`config.mk`:
```
export PLATFORM = sky130hd
export DESIGN_NAME = aclk_alarm_core
export DESIGN_NICKNAME = d
export VERILOG_FILES = /design/src/rtl/aclk_alarm_core.sv
export SDC_FILE = /design/constraint.sdc
export NUM_CORES = 1
export LEC_CHECK = 0
export BUFFER_PORTS_ARGS = -buffer_cell sky130_fd_sc_hd__buf_2
export CORE_ASPECT_RATIO = 0.5
export CORE_MARGIN = 1
export CORE_UTILIZATION = 58
export DETAILED_ROUTE_END_ITERATION = 8
export GPL_TIMING_DRIVEN = 0
export PLACE_DENSITY = 0.81
export SYNTH_ARGS = -nofsm -noshare
export SYNTH_HDL_FRONTEND = slang
export SYNTH_SLANG_ARGS = --single-unit
export TNS_END_PERCENT = 30
```
`constraint.sdc`:
```
create_clock -name clk -period 4.3 [get_ports clk]
set_input_delay 0.215 -clock clk [delete_from_list [all_inputs] [get_ports clk]]
set_output_delay 0.215 -clock clk [all_outputs]
set_load 0.02 [all_outputs]
```
`src/rtl/aclk_alarm_core.sv`:
```
// Alarm-clock datapath: BCD HH:MM:SS timekeeping, HH:MM alarm register and latched Alarm.
// Define ACLK_LOAD_CHECK_EN to reject out-of-range loads and pulse load_err.
module aclk_alarm_core #(
    parameter int unsigned TICKS_PER_SEC = 10
) (
    input  logic       clk,
    input  logic       reset,
    input  logic [1:0] H_in1,
    input  logic [3:0] H_in0,
    input  logic [3:0] M_in1,
    input  logic [3:0] M_in0,
    input  logic       LD_time,
    input  logic       LD_alarm,
    input  logic       STOP_al,
    input  logic       AL_ON,
    output logic       Alarm,
    output logic [1:0] H_out1,
    output logic [3:0] H_out0,
    output logic [3:0] M_out1,
    output logic [3:0] M_out0,
    output logic [3:0] S_out1,
    output logic [3:0] S_out0,
    output logic       load_err
);

    localparam int unsigned CntW = (TICKS_PER_SEC > 2) ? $clog2(TICKS_PER_SEC) : 1;
    localparam logic [CntW-1:0] CntMax = CntW'(TICKS_PER_SEC - 1);

    logic [CntW-1:0] cnt_q;
    logic            sec_tick;

    logic [1:0] h1_q, h1_n, ah1_q;
    logic [3:0] h0_q, h0_n, ah0_q;
    logic [3:0] m1_q, m1_n, am1_q;
    logic [3:0] m0_q, m0_n, am0_q;
    logic [3:0] s1_q, s1_n;
    logic [3:0] s0_q, s0_n;
    logic       alarm_q, alarm_d, alarm_set;
    logic       load_err_q, load_err_d;

    logic       s0_wrap, s1_wrap, m0_wrap, m1_wrap;
    logic       min_carry, hr_carry;
    logic [5:0] hour_val;

    logic       in_ok, ld_time_ok, ld_alarm_ok;

    assign sec_tick = (cnt_q == CntMax);
    assign hour_val = 6'(h1_q) * 6'd10 + {2'b00, h0_q};

    // Time one second ahead of the current registers.
    always_comb begin
        s0_wrap   = (s0_q >= 4'd9);
        s1_wrap   = (s1_q >= 4'd5);
        m0_wrap   = (m0_q >= 4'd9);
        m1_wrap   = (m1_q >= 4'd5);
        min_carry = s0_wrap & s1_wrap;
        hr_carry  = min_carry & m0_wrap & m1_wrap;

        s0_n = s0_wrap ? 4'd0 : s0_q + 4'd1;
        s1_n = s1_q;
        m0_n = m0_q;
        m1_n = m1_q;
        h1_n = h1_q;
        h0_n = h0_q;

        if (s0_wrap) begin
            s1_n = s1_wrap ? 4'd0 : s1_q + 4'd1;
        end
        if (min_carry) begin
            m0_n = m0_wrap ? 4'd0 : m0_q + 4'd1;
        end
        if (min_carry && m0_wrap) begin
            m1_n = m1_wrap ? 4'd0 : m1_q + 4'd1;
        end
        // An out-of-range hour (>= 24) is folded back to 00 on the very next second.
        if ((hour_val >= 6'd24) || (hr_carry && (hour_val >= 6'd23))) begin
            h1_n = 2'd0;
            h0_n = 4'd0;
        end else if (hr_carry) begin
            if (h0_q >= 4'd9) begin
                h0_n = 4'd0;
                h1_n = h1_q + 2'd1;
            end else begin
                h0_n = h0_q + 4'd1;
            end
        end
    end

`ifdef ACLK_LOAD_CHECK_EN
    logic [5:0] in_hour;
    assign in_hour = 6'(H_in1) * 6'd10 + {2'b00, H_in0};
    assign in_ok   = (H_in1 <= 2'd2) && (H_in0 <= 4'd9) && (in_hour <= 6'd23)
                   && (M_in1 <= 4'd5) && (M_in0 <= 4'd9);
    assign load_err_d = (LD_time | LD_alarm) & ~in_ok;
`else
    assign in_ok      = 1'b1;
    assign load_err_d = 1'b0;
`endif

    assign ld_time_ok  = LD_time & in_ok;
    assign ld_alarm_ok = LD_alarm & in_ok;

    always_comb begin
        alarm_set = sec_tick & ~ld_time_ok & ~ld_alarm_ok & AL_ON
                  & ({h1_n, h0_n, m1_n, m0_n, s1_n, s0_n}
                     == {ah1_q, ah0_q, am1_q, am0_q, 8'h00});
        alarm_d   = (STOP_al | ~AL_ON) ? 1'b0 : (alarm_q | alarm_set);
    end

    always_ff @(posedge clk) begin
        if (reset) begin
            cnt_q      <= '0;
            h1_q       <= '0;
            h0_q       <= '0;
            m1_q       <= '0;
            m0_q       <= '0;
            s1_q       <= '0;
            s0_q       <= '0;
            ah1_q      <= '0;
            ah0_q      <= '0;
            am1_q      <= '0;
            am0_q      <= '0;
            alarm_q    <= 1'b0;
            load_err_q <= 1'b0;
        end else begin
            if (ld_time_ok) begin
                cnt_q <= '0;
                h1_q  <= H_in1;
                h0_q  <= H_in0;
                m1_q  <= M_in1;
                m0_q  <= M_in0;
                s1_q  <= 4'd0;
                s0_q  <= 4'd0;
            end else begin
                cnt_q <= sec_tick ? '0 : cnt_q + 1'b1;
                if (sec_tick) begin
                    h1_q <= h1_n;
                    h0_q <= h0_n;
                    m1_q <= m1_n;
                    m0_q <= m0_n;
                    s1_q <= s1_n;
                    s0_q <= s0_n;
                end
            end
            if (ld_alarm_ok) begin
                ah1_q <= H_in1;
                ah0_q <= H_in0;
                am1_q <= M_in1;
                am0_q <= M_in0;
            end
            alarm_q    <= alarm_d;
            load_err_q <= load_err_d;
        end
    end

    assign Alarm    = alarm_q;
    assign load_err = load_err_q;
    assign H_out1   = h1_q;
    assign H_out0   = h0_q;
    assign M_out1   = m1_q;
    assign M_out0   = m0_q;
    assign S_out1   = s1_q;
    assign S_out0   = s0_q;

endmodule
```
# [Yosys cells after proc, flatten, opt, wreduce, memory -nomap -nowiden]
# Index checks and enable logic that the tools add are counted.
[word_totals] inputBits=20 register_bits=41
[op_classes] reduce_logical=7 n_mul=1 muxes=21 add_sub_neg=8 n_eq_ne=2 n_bitwise=12 n_lt_le_gt_ge=7
[ops] cell="two-way mux 4 bit" count=16
[ops] cell="adder 4 x 1 -> 4 bit, second input constant" count=6
[ops] cell="== test 22 bit" count=1
[ops] cell=">= comparator 4 bit, second input constant" count=3
[ops] cell=">= comparator 6 x 5 -> 1 bit, second input constant" count=2
[ops] cell="two-way mux 2 bit" count=5
[ops] cell=">= comparator 4 x 3 -> 1 bit, second input constant" count=2
[ops] cell="AND 1 bit" count=7
[ops] cell="adder 6 x 4 -> 6 bit" count=1
[ops] cell="multiplier 2 x 3 -> 5 bit, second input constant" count=1
[ops] cell="== test 4 bit, second input constant" count=1
[ops] cell="OR reduction 2 bit" count=2
[ops] cell="inverter 1 bit" count=3
[ops] cell="OR reduction 3 bit" count=1
[ops] cell="adder 2 x 1 -> 2 bit, second input constant" count=1
[ops] cell="logical AND 1 bit" count=2
[ops] cell="bitwise OR 1 bit" count=2
[ops] cell="nonzero test 2 bit" count=1
[ops] cell="logical OR 1 bit" count=1

# [Depth between registers and ports, before layout]
[depth] ltp_word=10 depth_mapped=12

# [Worst setup path before layout]
# Ideal clock, no wire load.
[synth_timing] kind="reg-to-reg" start="reg h1_q[0] (netlist: H_out1[0])" end="reg alarm_q (netlist: Alarm)" n_path_buf=1 t_arrival_ps=3056 setup_time_ps=58 required_ps=4242 period_less_slack_ps=3113 stages_incl_launch_ff=12 path_slack_ps=1187 cell_sequence="dfxtp_1 ha_1 fa_1 or4b_1 o41ai_1 o2111ai_1 o21bai_1 buf_2 a21oi_1 or2_4 a2111oi_2 a21o_1"
[synth_via] elab_chain_cells=9
[synth_lines] item="start: declaration" line_no="32" text="logic [1:0] h1_q, h1_n, ah1_q;"
[synth_lines] item="start signal: assignment" line_no="128" text="h1_q <= H_in1;"
[synth_lines] item="start signal: assignment" line_no="137" text="h1_q <= h1_n;"
[synth_lines] item="multiplier 2 x 3 -> 5 bit" line_no="48" text="assign hour_val = 6'(h1_q) * 6'd10 + {2'b00, h0_q};"
[synth_lines] item="adder 6 x 4 -> 6 bit" line_no="48"
[synth_lines] item=">= comparator 6 x 5 -> 1 bit" line_no="76" text="if ((hour_val >= 6'd24) || (hr_carry && (hour_val >= 6'd23))) begin"
[synth_lines] item="logical AND 1 bit" line_no="76"
[synth_lines] item="logical OR 1 bit" line_no="76"
[synth_lines] item="two-way mux 4 bit / two-way mux 2 bit (equally long branches)" line_no="76"
[synth_lines] item="== test 22 bit *" line_no="106" text="== {ah1_q, ah0_q, am1_q, am0_q, 8'h00});"
[synth_lines] item="AND 1 bit *" line_no="105" text="& ({h1_n, h0_n, m1_n, m0_n, s1_n, s0_n}"
[synth_lines] item="bitwise OR 1 bit *" line_no="107" text="alarm_d = (STOP_al | ~AL_ON) ? 1'b0 : (alarm_q | alarm_set);"
[synth_lines] item="end signal: assignment" line_no="151" text="alarm_q <= alarm_d;"
[synth_lines] item="end: declaration" line_no="38" text="logic alarm_q, alarm_d, alarm_set;"
# Mark *: on every way between the ends. The rest lies on a longest branch, timed or not.
# A chain may end at the register's enable or synchronous reset.

# [Final worst setup path]
# Ends and elaborated chain as after synthesis.

==> impl_metrics.env <==
export IMPL_status="finished, final reports clean"
export IMPL_wl_per_cell_um=16.3
export IMPL_critPathMaxFanout=10
export IMPL_grt_pass1_vias=2804
export IMPL_cts_made_buffers=5
export IMPL_synth_area_leaders="dfxtp_1, ha_1, nor2_1, mux2i_1, a21oi_1"
export IMPL_cts_max_path_buffers=2
export IMPL_ctsHoldBuffers=0
export IMPL_drive_gt1_share_pct=16.8
export IMPL_cts_tree="built"
export IMPL_synthCells=391
export IMPL_mappedNetlistArea_um2=3080
export IMPL_power_switching_mw=0.282
export IMPL_period_share_pct=85.8
export IMPL_die_area_um2=5620
export IMPL_hold_viol=0
export IMPL_relSlewSlack_pct=41.8
export IMPL_final_common_cell="nor2_1"
export IMPL_ys_flop_type="dfxtp_1"
export IMPL_setup_violations=0
export IMPL_yosysWarnings=0
export IMPL_ys_seq_area_share_pct=26.7
export IMPL_fin_ws_ps=610
export IMPL_synth_edf_count=0
export IMPL_gp_congestion=0.927
export IMPL_clock_sinks=41
export IMPL_die_y_um=53.5
export IMPL_peakVddDrop_v=0.000146
export IMPL_worstHoldStart="M_in0[2]"
export IMPL_hpwlAfterDp_um=6250
export IMPL_synthDominantCellAreaShare_pct=26.7
export IMPL_die_x_um=105
export IMPL_rsz0062_at_grt="no"
export IMPL_crit_start="H_out1[0]"
export IMPL_io_pins=44
export IMPL_cts_resized=0
export IMPL_first_pass_iters=4
export IMPL_p_seq_share_pct=48.7
export IMPL_skew_ps=8.22
export IMPL_syn_area_per_cell_um2=7.87
export IMPL_crit_chain="ha_1 > fa_1 > or4b_1 > o41ai_1 > o2111ai_1 > o21bai_1 > buf_2 > a21oi_1 > or2_4 > a2111oi_2 > a21o_1"
export IMPL_p_per_area_nw_per_um2=251
export IMPL_area_growth_pct=12.3
export IMPL_antenna_cells=0
export IMPL_synth_ff_latch_count=41
export IMPL_rows=18
export IMPL_drcViolationCount=0
export IMPL_antenna_found_initial=0
export IMPL_post_cts_setup_buffers=0
export IMPL_start_util_pct=61.3
export IMPL_fp_coreArea_um2=5020
export IMPL_ys_async_sr_fraction_pct=0
export IMPL_nets=480
export IMPL_tightest_slew_ps=873
export IMPL_wirelength_um=8300
export IMPL_synth_cell_type_count=68
export IMPL_grt_overflow=0
export IMPL_via_per_inst=6.19
export IMPL_track_usage_pct=31.4
export IMPL_clk_pin_slew_worst_paths_ps=80
export IMPL_grt_pass1_wl_um=13600
export IMPL_nFillCells=434
export IMPL_vias=3158
export IMPL_final_cell_mix="nor2_1, buf_2, dfxtp_1, a21oi_1, inv_1"
export IMPL_ant_nets=0
export IMPL_endpoint_kind="flip-flop"
export IMPL_synth_top_area_cell="dfxtp_1"
export IMPL_crit_path_top_delay_cell="a2111oi_2"
export IMPL_min_period_ps=3690
export IMPL_hp_class="in2reg"
export IMPL_fin_setup_tns_ps=0
export IMPL_slew_viol_final=0
export IMPL_internal_power_mw=0.585
export IMPL_pre_cts_ws_ps=738
export IMPL_numPortBuffers=41
export IMPL_worst_setup_path_type="reg2reg"
export IMPL_cp_start_kind="flip-flop"
export IMPL_pwr_share_clk_pct=29.8
export IMPL_swShare_pct=32.5
export IMPL_synth_fp_nets=432
export IMPL_r2r_start="H_out1[0]"
export IMPL_p_comb_share_pct=21.6
export IMPL_drt_iter0_drc=239
export IMPL_leakagePower_nw=1.40
export IMPL_worst_path_largest_cell_delay_ps=590
export IMPL_cp_data_arrival_time_ps=3940
export IMPL_root_buffer="clkbuf_8"
export IMPL_insertion_delay_ps=310
export IMPL_grt_max_degree=14
export IMPL_cap_violations=0
export IMPL_required_ps=4550
export IMPL_h_tree_depth=2
export IMPL_fmax_mhz=271
[logic make-up (layout without fill, tap and decap cells)]
group / Yosys count / after routing / synth area share, %
buf+inv: 48 / 97 / 7.56
compound gates: 104 / 104 / 23.1
fa+ha+maj: 21 / 21 / 8.78
flops: 41 / 41 / 26.7
mux: 19 / 19 / 6.18
simple gates: 150 / 150 / 25.5
other cells: 1 / 1 / 0.122
xor+xnor: 7 / 7 / 1.99
[power by group through the flow]
stage          sequential, mW  combinational (mW)  clock (mW)
4_1_cts                 0.421               0.184       0.260
5_1_grt                 0.425               0.207       0.278
6_report                0.422               0.187       0.258
3_3_place_gp            0.429               0.176           0
3_5_place_dp            0.430               0.182           0
2_1_floorplan           0.434               0.124           0
[routing by layer]
layer | up-vias | track usage [%] | wire [um]
met5 | - | 0 | 0
met4 | 0 | 10.3 | 148
met3 | 17 | 8.62 | 698
met2 | 130 | 51.8 | 3620
met1 | 1479 | 40.5 | 3840
li1 | 1532 | - | -
[worst paths after layout]
| path | endpoint | slack, ps | cells past startpoint |
|---|---|---|---|
| setup / recovery | Alarm | 610 | 11 |
| hold / removal | M_out0[2] | 150 | 3 |
| setup reg to reg | Alarm | 610 | 11 |
| hold reg to reg | Alarm | 460 | 1 |
[critical path: cells and delay by family, from the launching register on]
kind | cells | cell delay, ps
buffers and inverters | 1 | 240
adder cells (fa/ha/maj) | 2 | 740
flip-flops | 1 | 420
AO/OA/AOI/OAI | 6 | 1420
AND/OR/NAND/NOR | 2 | 820
[cell usage after synthesis (4+ instances only)]
cell type / number
inv_1: 25
a21oi_1: 28
clkbuf_1: 11
o211ai_1: 10
or4_1: 4
o2111ai_1: 4
ha_1: 20
dfxtp_1: 41
xor2_1: 4
nor2_1: 54
nand3b_1: 4
a221oi_1: 4
nand3_1: 14
a31oi_1: 6
nand2b_1: 5
nand4_1: 6
nor3_1: 11
nand2_1: 22
o21ai_0: 18
mux2i_1: 19
[state kept, by name, summed over array words and instances (netlist names), 2 cells and up]
name / flops
H_out0: 4
H_out1: 2
M_out0: 4
M_out1: 4
S_out0: 4
S_out1: 4
ah0_q: 4
ah1_q: 2
am0_q: 4
am1_q: 4
cnt_q: 4
[layout make-up]
type / count / area, um2 / share of cell area [%]
clock inverter: 3 / 17.5 / 0.507
timing repair buffer: 41 / 205 / 5.94
sequential: 41 / 821 / 23.8
multi-input combinational: 302 / 2020 / 58.5
tap: 70 / 87.6 / 2.53
inverter: 26 / 97.6 / 2.82
clock buffer: 5 / 68.8 / 1.99
buffer: 22 / 135 / 3.91
[stage by stage]
step / total power, mW / instance area, um2 / instances / hold WS, ps / util (%)
finish: 0.867 / 3460 / 510 / 153 / 68.8
global route: 0.910 / 3460 / 510 / 162 / 68.8
CTS: 0.864 / 3460 / 510 / 152 / 68.8
detailed placement: 0.612 / 3370 / 502 / 439 / 67.1
global placement: 0.605 / 3370 / 502 / 433 / 67.1
floorplan: 0.558 / 3080 / 391 / 354 / -
Note: power is estimated with default switching activity, not from simulation.
